`src/rtl/cpu_pkg.sv`:
```
// Shared definitions for the 8-bit processor front end.
//   - Default widths and the reset PC of the fetch stage.
//   - Fetch FSM state encoding as plain 2-bit constants.
//   - A NOP instruction word, used to pre-load memories and benches.
package cpu_pkg;

    localparam int          PC_W_DEF     = 8;
    localparam int          INSTR_W_DEF  = 32;
    localparam logic [7:0]  RESET_PC_DEF = 8'h00;

    // Fetch FSM encoding
    localparam logic [1:0]  ST_IDLE = 2'd0;
    localparam logic [1:0]  ST_REQ  = 2'd1;
    localparam logic [1:0]  ST_FULL = 2'd2;

    // addi x0, x0, 0
    localparam logic [31:0] NOP_INSTR = 32'h0000_0013;

endpackage

```
`src/rtl/instr_fetch_if.sv`:
```
// Instruction-fetch bus bundle.
// Carries the instruction-memory read handshake (mem_req/mem_addr/mem_ack/
// mem_rdata) and the downstream instruction handshake (instr/instr_pc/
// instr_valid/instr_ready).
//   master : the fetch stage (drives requests and the instruction buffer)
//   slave  : the environment (memory + decode), answers ack/rdata/ready
interface instr_fetch_if #(
    parameter int PC_W    = 8,
    parameter int INSTR_W = 32
);
    logic               mem_req;
    logic [PC_W-1:0]    mem_addr;
    logic               mem_ack;
    logic [INSTR_W-1:0] mem_rdata;
    logic [INSTR_W-1:0] instr;
    logic [PC_W-1:0]    instr_pc;
    logic               instr_valid;
    logic               instr_ready;

    modport master (
        output mem_req, mem_addr, instr, instr_pc, instr_valid,
        input  mem_ack, mem_rdata, instr_ready
    );

    modport slave (
        input  mem_req, mem_addr, instr, instr_pc, instr_valid,
        output mem_ack, mem_rdata, instr_ready
    );
endinterface

```
`src/rtl/pc_counter.sv`:
```
// Program counter register.
//   clk, rst    : clock, synchronous active-high reset (loads RESET_PC)
//   load_i      : load load_val_i (redirect); takes priority over inc_i
//   load_val_i  : new PC value
//   inc_i       : advance by PC_STEP, wrapping modulo 2^PC_W
//   pc_o        : current PC
module pc_counter #(
    parameter int              PC_W     = 8,
    parameter logic [PC_W-1:0] RESET_PC = '0,
    parameter int              PC_STEP  = 1
) (
    input  logic            clk,
    input  logic            rst,
    input  logic            load_i,
    input  logic [PC_W-1:0] load_val_i,
    input  logic            inc_i,
    output logic [PC_W-1:0] pc_o
);
    localparam logic [PC_W-1:0] STEP = PC_W'(PC_STEP);

    logic [PC_W-1:0] pc_q;
    logic [PC_W-1:0] pc_d;

    always_comb begin
        pc_d = pc_q;
        if (load_i) begin
            pc_d = load_val_i;
        end else if (inc_i) begin
            pc_d = pc_q + STEP;   // natural wrap of the PC_W-bit sum
        end
    end

    always_ff @(posedge clk) begin
        if (rst) begin
            pc_q <= RESET_PC;
        end else begin
            pc_q <= pc_d;
        end
    end

    assign pc_o = pc_q;
endmodule

```
`src/rtl/instr_fetch.sv`:
```
// Instruction fetch stage.
// Issues one word-addressed read at a time, captures the returned word into a
// single-entry buffer and hands it downstream with valid/ready. A redirect
// reloads the PC and flushes both the buffer and any outstanding read.
//   clk, rst         : clock, synchronous active-high reset
//   en               : fetch enable; 0 stops new requests (an outstanding one
//                      still completes and is delivered)
//   redirect         : load redirect_target into the PC, flush
//   redirect_target  : new PC
//   bus (master)     : memory read handshake + downstream instruction handshake
module instr_fetch
    import cpu_pkg::*;
#(
    parameter int              PC_W     = PC_W_DEF,
    parameter int              INSTR_W  = INSTR_W_DEF,
    parameter logic [PC_W-1:0] RESET_PC = PC_W'(RESET_PC_DEF),
    parameter int              PC_STEP  = 1
) (
    input  logic              clk,
    input  logic              rst,
    input  logic              en,
    input  logic              redirect,
    input  logic [PC_W-1:0]   redirect_target,
    instr_fetch_if.master     bus
);
    logic [1:0]         state_q, state_d;
    logic [INSTR_W-1:0] instr_q, instr_d;
    logic [PC_W-1:0]    instr_pc_q, instr_pc_d;
    logic [PC_W-1:0]    pc;
    logic               pc_load;
    logic               pc_inc;

    pc_counter #(
        .PC_W     (PC_W),
        .RESET_PC (RESET_PC),
        .PC_STEP  (PC_STEP)
    ) u_pc (
        .clk        (clk),
        .rst        (rst),
        .load_i     (pc_load),
        .load_val_i (redirect_target),
        .inc_i      (pc_inc),
        .pc_o       (pc)
    );

    always_comb begin
        state_d    = state_q;
        instr_d    = instr_q;
        instr_pc_d = instr_pc_q;
        pc_load    = 1'b0;
        pc_inc     = 1'b0;

        if (redirect) begin
            // Flush wins over ack and ready; a same-cycle ack is dropped and
            // the PC does not advance. The buffer contents are left as-is,
            // only their valid flag (derived from the state) goes away.
            pc_load = 1'b1;
            state_d = en ? ST_REQ : ST_IDLE;
        end else begin
            case (state_q)
                ST_IDLE: begin
                    if (en) state_d = ST_REQ;
                end
                ST_REQ: begin
                    if (bus.mem_ack) begin
                        instr_d    = bus.mem_rdata;
                        instr_pc_d = pc;
                        pc_inc     = 1'b1;
                        state_d    = ST_FULL;
                    end
                end
                ST_FULL: begin
                    if (bus.instr_ready) begin
                        state_d = en ? ST_REQ : ST_IDLE;
                    end
                end
                default: state_d = ST_IDLE;
            endcase
        end
    end

    always_ff @(posedge clk) begin
        if (rst) begin
            state_q    <= ST_IDLE;
            instr_q    <= '0;
            instr_pc_q <= '0;
        end else begin
            state_q    <= state_d;
            instr_q    <= instr_d;
            instr_pc_q <= instr_pc_d;
        end
    end

    // The buffer is occupied exactly when the FSM sits in FULL, so valid is
    // decoded from the state rather than kept in a separate flop.
    assign bus.mem_req     = (state_q == ST_REQ);
    assign bus.mem_addr    = pc;
    assign bus.instr       = instr_q;
    assign bus.instr_pc    = instr_pc_q;
    assign bus.instr_valid = (state_q == ST_FULL);
endmodule
```
`src/flat_wrapper.sv`:
```
// flat-port wrapper written by rule: the top's interface ports become plain ports
module instr_fetch_flat import cpu_pkg::*;
#(
    parameter int              PC_W     = PC_W_DEF,
    parameter int              INSTR_W  = INSTR_W_DEF,
    parameter logic [PC_W-1:0] RESET_PC = PC_W'(RESET_PC_DEF),
    parameter int              PC_STEP  = 1
)
  (clk, rst, en, redirect, redirect_target, bus_mem_req, bus_mem_addr, bus_instr, bus_instr_pc, bus_instr_valid, bus_mem_ack, bus_mem_rdata, bus_instr_ready);
  instr_fetch_if #(.PC_W(PC_W), .INSTR_W(INSTR_W)) bus_i ();
  input  logic clk;
  input  logic rst;
  input  logic en;
  input  logic redirect;
  input  logic [PC_W-1:0] redirect_target;
  output wire logic [$bits(bus_i.mem_req)-1:0] bus_mem_req;
  output wire logic [$bits(bus_i.mem_addr)-1:0] bus_mem_addr;
  output wire logic [$bits(bus_i.instr)-1:0] bus_instr;
  output wire logic [$bits(bus_i.instr_pc)-1:0] bus_instr_pc;
  output wire logic [$bits(bus_i.instr_valid)-1:0] bus_instr_valid;
  input wire logic [$bits(bus_i.mem_ack)-1:0] bus_mem_ack;
  input wire logic [$bits(bus_i.mem_rdata)-1:0] bus_mem_rdata;
  input wire logic [$bits(bus_i.instr_ready)-1:0] bus_instr_ready;
  assign bus_mem_req = bus_i.mem_req;
  assign bus_mem_addr = bus_i.mem_addr;
  assign bus_instr = bus_i.instr;
  assign bus_instr_pc = bus_i.instr_pc;
  assign bus_instr_valid = bus_i.instr_valid;
  assign bus_i.mem_ack = bus_mem_ack;
  assign bus_i.mem_rdata = bus_mem_rdata;
  assign bus_i.instr_ready = bus_instr_ready;
  instr_fetch #(.PC_W(PC_W), .INSTR_W(INSTR_W), .RESET_PC(RESET_PC), .PC_STEP(PC_STEP)) u_core (.clk(clk), .rst(rst), .en(en), .redirect(redirect), .redirect_target(redirect_target), .bus(bus_i));
endmodule
```
`config.mk`:
```
export PLATFORM = sky130hd
export DESIGN_NAME = instr_fetch_flat
export DESIGN_NICKNAME = d
export VERILOG_FILES = /design/src/rtl/cpu_pkg.sv /design/src/rtl/instr_fetch_if.sv /design/src/rtl/pc_counter.sv /design/src/rtl/instr_fetch.sv /design/src/flat_wrapper.sv
export SDC_FILE = /design/constraint.sdc
export NUM_CORES = 1
export LEC_CHECK = 0
export ABC_AREA = 1
export BUFFER_PORTS_ARGS = -buffer_cell sky130_fd_sc_hd__buf_4
export CAP_MARGIN = 20
export CORE_MARGIN = 1.5
export CORE_UTILIZATION = 41
export DETAILED_ROUTE_END_ITERATION = 8
export GPL_TIMING_DRIVEN = 0
export HOLD_SLACK_MARGIN = 0.02
export PLACE_DENSITY = 0.79
export SYNTH_ARGS = -nofsm -noshare
export SYNTH_HDL_FRONTEND = slang
export SYNTH_SLANG_ARGS = --single-unit
```
`constraint.sdc`:
```
create_clock -name clk -period 1.25 [get_ports clk]
set_clock_uncertainty 0.15 [all_clocks]
set_input_delay 0.3125 -clock clk [delete_from_list [all_inputs] [get_ports clk]]
set_output_delay 0.3125 -clock clk [all_outputs]
set_load 0.01 [all_outputs]
```
==> results of run 1 <==
where the power goes:
| part | total [mW] | switching [mW] | internal, mW |
|---|---|---|---|
| combinational | 0.918 | 0.429 | 0.489 |
| sequential | 1.77 | 0.0803 | 1.69 |
| clock | 0.976 | 0.528 | 0.448 |
| total | 3.66 | 1.04 | 2.63 |
timing repair:
action / 4_1_cts / 5_1_grt
pin swaps: 5 / 19
gates cloned: 7 / 0
resized for setup: 115 / 101
setup buffers: 16 / 14
endpoints found under the setup margin: 59 / 94
worst max-delay path, cell delays in order, from the launching register on:
cell and delay (ps):
dfxtp_4 410, inv_4 50, nor2_4 110, buf_6 120
cells in the mapped netlist:
library cell  number
nor2_1            83
dfxtp_1           50
o21ai_0           35
nand2_1           32
nand3_1           20
inv_1             16
a21oi_1           10
o21ai_1            7
clkbuf_1           4
buf_4              3
clkbuf_2           3
inv_2              3
a31oi_1            2
buf_6              2
nor2_4             2
a22oi_1            1
buf_2              1
ha_1               1
nand2_2            1
nand2_4            1
nand4_1            1
nor3_1             1
or2_2              1
logic make-up (layout without fill, tap and decap cells):
family | count (synthesis) | count (layout)
and+or+nand+nor | 142 | 142
AOI/OAI and AO/OA | 55 | 55
DFF | 50 | 50
adders and majority gates | 1 | 1
buffers and inverters | 32 | 168
sequential cells by signal, summed over array words and instances (netlist names):
signal and count:
u_core.bus.instr 32, u_core.bus.instr_pc 8, u_core.state_q 2, u_core.u_pc.pc_o 8
worst max path at each step:
stage | start | endpoint | slack, ps | depth (start not counted)
after floorplan | u_core.u_pc.pc_o[0] | u_core.u_pc.pc_o[2] | -20 | 6
after global placement | rst | u_core.bus.instr[12] | -280 | 5
after detailed placement | rst | u_core.bus.instr[12] | -320 | 5
after CTS | u_core.state_q[1] | bus_instr_valid | -180 | 3
after global routing | u_core.state_q[0] | u_core.u_pc.pc_o[5] | -240 | 7
final | u_core.state_q[0] | bus_mem_req | -190 | 3
routing by layer:
metal | vias to the layer above | track usage (%) | wire length [um]
met2 | 104 | 43.04 | 3779
met1 | 1117 | 29.45 | 2743
met4 | 0 | 6.790 | 106
met3 | 12 | 5.075 | 425
met5 | - | 0 | 0
li1 | 1170 | - | -
layout by cell type (no fill, tap or decap), types with 2 or more instances in the layout:
| cell type | n |
|---|---|
| nor2_2 | 12 |
| inv_1 | 16 |
| clkbuf_2 | 4 |
| o21ai_2 | 34 |
| buf_4 | 96 |
| clkbuf_8 | 6 |
| dfxtp_2 | 36 |
| nand2_1 | 31 |
| nor2_1 | 67 |
| dfxtp_4 | 8 |
| o21ai_1 | 6 |
| nor2_4 | 6 |
| a31oi_1 | 2 |
| a21oi_1 | 5 |
| buf_8 | 6 |
| a21oi_2 | 5 |
| nand3_1 | 14 |
| dfxtp_1 | 6 |
| inv_2 | 2 |
| buf_6 | 31 |
| nand3_2 | 5 |
stage by stage:
step / power (mW) / instances / util (%)
global route: 3.818 / 483 / 78.95
detailed placement: 2.385 / 442 / 59.68
CTS: 3.518 / 473 / 72.26
finish: 3.664 / 483 / 78.95
global placement: 2.369 / 442 / 59.68
floorplan: 2.072 / 280 / -
cell type report:
class                   count  area [sq um]
multi-input cells         198          1171
repair buffers            131          1151
flip-flops and latches     50          1076
fillers                   332          1001
plain buffers              10         106.4
clock buffers               7         86.33
well taps                  67         83.83
inverters                  19         73.82
clock inverters             1         5.005
==> flow_summary.toml, run 1 <==
[status]
status = "finished, violations left"
violations = "negative setup slack"

[synthesis]
yosysTopAreaCell = "dfxtp_1"
synthCells = 280
yosysSeqAreaShare_pct = 49.20
synth_xor_area_share_pct = 0
synth_top_family_by_area = "simple AND/OR/NAND/NOR gates"
synth-adder-area-share_pct = 0.6150
synth-seq-cells = 50
syn_area_sq_um = 2034
avgSynthCellArea_sq_um = 7.266
yosys_warnings = 0
ys_types = 23
synthMuxAreaShare_pct = 0
ys_top_cells_by_area = "dfxtp_1 (49%), nor2_1 (15%), o21ai_0 (8.6%), nand2_1 (5.9%), nand3_1 (4.9%)"
yosys.area.top_type_share_pct = 49.20
synth_simple_gate_area_share_pct = 28.97
synth-compound-area-share_pct = 13.78
synth_nets = 327

[floorplanning]
die_area_sq_um = 5393
die_w_um = 73.44
ioPinCount = 96
rows = 25
start_util_pct = 42.79
fp.coreArea_sq_um = 4755
fp.dieH_um = 73.44

[pwr]
ir_drop_uv = 583.0
cellPowerDensity_nw_per_um2 = 976.3
p_leak_nw = 1.716

[timing]
fin_ws_ps = -191.8
holdWs_ps = 87.58
post-route-min-period_ps = 1442
final.setup.tns_ps = -6453
slew_headroom_pct = 74.29
slew_violations = 0
clock.fmax_mhz = 693.6
rsz0062_at_grt = "yes"
final-hold-violation-count = 0
period_share_pct = 115.3
finalSetupViolCount = 54
worst_slew_pin_slew_ps = 384.2

[setup_path]
cp-start-kind = "flop"
critPathMaxFanout = 4
worstSetupPathType = "flop to output port"
ff2ff_path_depth = 9
endpoint_kind = "output port"
rr_startpoint = "u_core.state_q[0]"
worstPathArrival_ps = 980
critPathRequiredTime_ps = 790
r2r_slack_ps = -190
reg2reg_to = "u_core.u_pc.pc_o[3]"

[drt]
wire_per_inst_um = 14.60
wl_mm = 7.054
drc_errors = 0
drtIter0Drc = 87
antenna_left = 0
drt-pass1-iter-count = 4
routed-via-count = 2403
drt-vias-per-instance = 4.975

[placed_design]
place_area_sq_um = 2838
post-dp-hpwl_mm = 3.965
place_ws_ps = -323.4
place.gp.congestion = 0.7973
portBuffers = 95

[global_route]
grt-ovfl-total = 0
antenna_found_initial = 0
track_usage_pct = 24.25
grt_pass1_vias = 2165
grt_max_degree = 15
grt_pass1_wl_mm = 10.12

[cts]
cts_hold_buf = 0
worstSkewPairLatency_ps = 300
clockRootBuffer = "clkbuf_8"
cts.clk_slew.worst_paths_ps = 90
cts_tree = "built"
numCtsBuffers = 5
cts_sinks = 50
h-tree-depth = 2
clk_path_buf_depth = 2

[min_path]
hold_depth = 3
hold_end = "u_core.bus.instr[8]"
hold_path.class = "primary input to flop"
worstHoldStart = "bus_mem_rdata[8]"

[layout]
antennaDiodeCount = 0
drive_above_1_share_pct = 63.70
final_nets = 462
final_area_sq_um = 3754
area_delta_synth_final_pct = 84.50

[job]
max_cap_violations = 0
(Power assumes the default switching activity.)
==> run 2: changes to the inputs <==
--- a/config.mk
+++ b/config.mk
@@ -14,5 +14,5 @@
 export GPL_TIMING_DRIVEN = 0
 export HOLD_SLACK_MARGIN = 0.02
-export PLACE_DENSITY = 0.79
+export PLACE_DENSITY = 0.75
 export SYNTH_ARGS = -nofsm -noshare
 export SYNTH_HDL_FRONTEND = slang
==> constraint.sdc (replaced) <==
create_clock -name clk -period 1.25 [get_ports clk]
set_clock_uncertainty 0.15 [all_clocks]
set_input_delay 0.0625 -clock clk [delete_from_list [all_inputs] [get_ports clk]]
set_output_delay 0.0625 -clock clk [all_outputs]
set_load 0.01 [all_outputs]
==> run 2 against run 1 <==
The run still ends with negative setup slack left; critical path depth grew 3; die area is the same; fmax grew 7.1%; count of clock-buffer cells in the layout shrank 1; hold slack lost 74 ps; final cell count grew 4.3%; clock power is essentially flat; critical endpoint is now u_core.bus.instr[13]; largest power group unchanged.
==> flow_summary.toml, run 2 (same netlist as run 1, synthesis figures left out) <==
[status]
status = "finished, violations left"
violations = "negative setup slack"

[pwr]
p_leak_nw = 1.662
clockPowerShare_pct = 27.6
p_int_mw = 2.581
ir_drop_uv = 684.9
switching_share_pct = 27.22
p_comb_share_pct = 22.9
cellPowerDensity_nw_per_um2 = 985.6
p_seq_share_pct = 49.6
p_sw_uw = 965.4

[setup_path]
worstSetupPathType = "flop to flop"
ff2ff_path_depth = 6
critical_path_buf_inv_count = 2
cp-start-kind = "flop"
cp_cell_sequence = "inv_4 -> nor2_4 -> nand2_4 -> clkbuf_16 -> o21ai_1 -> nor2_1"
endpoint_kind = "flop"
worstPathArrival_ps = 1390
critPathTopFamily = "flip-flops"
slowest_stage = "dfxtp_4"
critPathMaxFanout = 10
critPathRequiredTime_ps = 1300
cp.depth = 6
cp_slowest_stage_delay_ps = 410

[timing]
period_share_pct = 107.7
worst_slew_pin_slew_ps = 571.2
slew_headroom_pct = 61.92
post-route-min-period_ps = 1346
finalSetupViolCount = 42
fin_ws_ps = -96.11
final-hold-violation-count = 0
rsz0062_at_grt = "yes"
clock.fmax_mhz = 742.9
slew_violations = 0

[layout]
antennaDiodeCount = 0
multi_input_area_sq_um = 957.2
largest_register_ffs = 32
final_nets = 483
area_delta_synth_final_pct = 76.88
mostFrequentLayoutCell = "buf_4"
fillers = 384
instances_no_fill = 504
seqCellArea_sq_um = 1017
drive_above_1_share_pct = 35.24
final_cell_mix = "buf_4 (102), nor2_1 (80), dlygate4sd3_1 (46)"

[min_path]
hold_path.class = "primary input to flop"
hold_depth = 4

[floorplanning]
fp.dieH_um = 73.44
die_area_sq_um = 5393
rows = 25
fp.coreArea_sq_um = 4755
ioPinCount = 96
die_w_um = 73.44
start_util_pct = 42.79

[drt]
drt-pass1-iter-count = 4
antenna_left = 0
wl_mm = 6.540
routed-via-count = 2386
drtIter0Drc = 89
drt-vias-per-instance = 4.734
wire_per_inst_um = 12.98
drc_errors = 0

[global_route]
grt-ovfl-total = 0
track_usage_pct = 23.73
grt_pass1_wl_mm = 10.03
grt_pass1_vias = 2316
grt_max_degree = 16
antenna_found_initial = 0

[cts]
clk_path_buf_depth = 2
numCtsBuffers = 5
cts_tree = "built"
worstSkewPairLatency_ps = 300
cts_sinks = 50
clockRootBuffer = "clkbuf_8"
h-tree-depth = 2
cts.clk_slew.worst_paths_ps = 90

[placed_design]
place_ws_ps = -156.0
placedCellCount = 442
post-dp-hpwl_mm = 3.946
place.gp.congestion = 0.8655
portBuffers = 95

[job]
max_cap_violations = 0
[run 2: worst paths after layout]
check | to | from | slack (ps)
worst max-delay path | u_core.bus.instr[13] | u_core.state_q[0] | -100
worst min-delay path | u_core.u_pc.pc_o[1] | rst | 10
worst max register to register | u_core.bus.instr[13] | u_core.state_q[0] | -100
worst min register to register | u_core.bus.instr_pc[2] | u_core.bus.instr_pc[2] | 340
[run 2: what timing repair did]
item	CTS	global route
endpoints found under the setup margin	51	52
cloned	2	0
hold buffers	46	0
resized for setup	49	22
pin swaps	3	2
endpoints found under the hold margin	43	0
setup buffers	4	2
[run 2: layout make-up]
cell class | count | share of cell area, %
repair buffers | 149 | 34.77
flip-flops and latches | 50 | 28.27
multi-input cells | 198 | 26.60
plain buffers | 13 | 3.338
well taps | 67 | 2.330
clock buffers | 6 | 2.295
inverters | 19 | 2.051
clock inverters | 2 | 0.3477
[run 2: metal layers]
layer	share of wire (%)	routed length [um]	vias up	track usage, %
met2	52	3399	85	45.05
met3	5.6	369	16	3.841
met5	0	0	-	0
met1	40	2643	1070	25.93
li1	-	-	1215	-
met4	1.9	127	0	9.259
[run 2: tightest hold or removal path, cell delays in order]
cell and delay [ps]:
buf_4 90, inv_1 120, o21ai_0 110, a31oi_1 50
[run 2: power groups by stage]
stage               logic (mW)  clock network [mW]  registers [mW]
global placement         0.586                   0            1.78
CTS                      0.762                1.00            1.75
floorplan                0.252                   0            1.82
global route             0.886                1.04            1.77
finish                   0.810               0.978            1.76
detailed placement       0.598                   0            1.79
[run 2: metrics by stage]
| step | power [mW] | setup TNS [ps] | cell area [sq um] | utilization (%) | hold slack (ps) |
|---|---|---|---|---|---|
| after global routing | 3.700 | -4256 | 3598 | 75.68 | 80.72 |
| after detailed placement | 2.386 | -4004 | 2838 | 59.68 | 155.9 |
| after CTS | 3.516 | -607.8 | 3518 | 74.00 | 22.36 |
| after global placement | 2.371 | -3155 | 2838 | 59.68 | 150.0 |
| final | 3.546 | -1114 | 3598 | 75.68 | 13.46 |
| after floorplan | 2.072 | -21.68 | 2041 | - | -25.85 |
==> run 3: changes to the inputs <==
- CORE_ASPECT_RATIO: not set -> 1.4
==> run 3 against run 2 <==
Critical path type unchanged; register-to-register slack barely moved; design area up 2.5%; critical endpoint is now u_core.bus.instr_pc[4]; largest cell class unchanged; setup slack improved by 6.0 ps; sequential share of layout area is 0.68 points lower; the run still ends with negative setup slack left; first-iteration DRC count up 37%; sequential power about the same.
==> flow_summary.toml, run 3 (same netlist as run 1, synthesis figures left out) <==
[global_route]
grt_pass1_wl_mm = 10.79
grt-ovfl-total = 0
antenna_found_initial = 0
track_usage_pct = 24.98
grt_max_degree = 16
grt_pass1_vias = 2310

[setup_path]
rr_startpoint = "u_core.state_q[1]"
reg2reg_to = "u_core.bus.instr_pc[4]"
worstPathArrival_ps = 1420
cp-start-kind = "flop"
endpoint_kind = "flop"
worstSetupPathType = "flop to flop"
r2r_slack_ps = -90
critPathRequiredTime_ps = 1330
ff2ff_path_depth = 7
critPathMaxFanout = 5

[timing]
clock.fmax_mhz = 746.2
finalSetupViolCount = 45
fin_ws_ps = -90.08
final-hold-violation-count = 0
post-route-min-period_ps = 1340
slew_headroom_pct = 64.82
rsz0062_at_grt = "yes"
slew_violations = 0
period_share_pct = 107.2
worst_slew_pin_slew_ps = 527.8
final.setup.tns_ps = -2126

[drt]
drt-vias-per-instance = 4.766
wl_mm = 6.714
wire_per_inst_um = 13.30
drt-pass1-iter-count = 5
routed-via-count = 2407
antenna_left = 0
drtIter0Drc = 122
drc_errors = 0

[floorplanning]
ioPinCount = 96
start_util_pct = 42.34
die_area_sq_um = 5400
die_w_um = 62.54
rows = 30
fp.coreArea_sq_um = 4805
fp.dieH_um = 86.35

[pwr]
cellPowerDensity_nw_per_um2 = 1005
fin_total_pwr_mw = 3.705
p_leak_nw = 1.705
ir_drop_uv = 803.4

[layout]
final_core_util_pct = 76.74
largest_register_ffs = 32
final_nets = 487
final_cell_mix = "buf_4 (105), nor2_1 (78), dlygate4sd3_1 (45), dfxtp_1 (45), nand2_1 (30)"
drive_above_1_share_pct = 36.73
antennaDiodeCount = 0
area_delta_synth_final_pct = 81.24
final_area_sq_um = 3687
mostFrequentLayoutCell = "buf_4"

[placed_design]
place.gp.congestion = 0.8765
place_area_sq_um = 2834
portBuffers = 95
post-dp-hpwl_mm = 3.972

[min_path]
hold_path.class = "primary input to flop"
worstHoldStart = "rst"
hold_end = "u_core.bus.instr_pc[3]"
hold_depth = 4

[status]
violations = "negative setup slack"
status = "finished, violations left"

[cts]
cts.clk_slew.worst_paths_ps = 90
h-tree-depth = 2
clockRootBuffer = "clkbuf_8"
clk_path_buf_depth = 2
cts_tree = "built"
numCtsBuffers = 5
cts_sinks = 50
worstSkewPairLatency_ps = 300

[job]
max_cap_violations = 0
-- run 3: cell types whose count changed in the layout (fill, tap and decap cells not counted), sizes merged --
cell / before / now
bufinv: 0 / 1
buf: 111 / 115
clkinv: 1 / 0
dlymetal6s4s: 0 / 1
dlygate4sd3: 46 / 45
-- run 3: power by group --
part | switching, mW | internal [mW]
registers | 0.0741 | 1.68
clock network | 0.532 | 0.598
logic | 0.367 | 0.451
-- run 3: metal layers --
layer  wire length (um)  global-route usage (%)  up-vias  part of all wire (%)
met3                317                   4.026       19                   4.7
met4                179                   11.31        0                   2.7
met5                  0                       0        -                     0
met1               2495                   27.48     1077                    37
met2               3722                   46.92       89                    55
li1                   -                       -     1222                     -
-- run 3: worst max path at each step --
| stage | start | to | slack, ps | cells after the start |
|---|---|---|---|---|
| after global routing | u_core.u_pc.pc_o[2] | u_core.u_pc.pc_o[7] | -160 | 7 |
| after global placement | u_core.state_q[0] | u_core.bus.instr[26] | -110 | 6 |
| after detailed placement | u_core.state_q[1] | u_core.u_pc.pc_o[0] | -130 | 6 |
| after floorplan | u_core.u_pc.pc_o[0] | u_core.u_pc.pc_o[2] | -20 | 6 |
| final | u_core.state_q[1] | u_core.bus.instr_pc[4] | -90 | 7 |
| after CTS | u_core.state_q[0] | u_core.bus.instr[2] | -60 | 6 |
-- run 3: layout make-up --
type	count	area [sq um]
fillers	326	1117
multi-input cells	198	1002
clock buffers	6	72.57
flip-flops and latches	50	1017
plain buffers	13	127.6
clock inverters	2	37.54
well taps	64	80.08
inverters	19	76.32
repair buffers	153	1274
-- run 3: worst max-delay path, stage by stage, from the launching register on --
cell and delay [ps]:
dfxtp_4 380, inv_4 70, nand2_2 60, nor2_4 160, buf_6 150, buf_6 110
o21ai_1 70, a21oi_1 130
-- run 3: what timing repair did --
| item | in CTS | in global routing |
|---|---|---|
| cloned | 3 | 0 |
| pin swaps | 2 | 9 |
| buffers inserted | 6 | 3 |
| hold buffers | 46 | 0 |
| hold endpoints to repair | 42 | 0 |
| resized for setup | 45 | 40 |
| endpoints found under the setup margin | 50 | 52 |
-- run 3: through the flow --
stage	hold slack, ps	worst slack (ps)	std cells
finish	18.10	-90.08	505
global route	42.23	-163.9	505
CTS	20.82	-62.48	502
detailed placement	155.8	-127.9	439
global placement	149.5	-105.5	439
floorplan	-25.85	-21.68	280
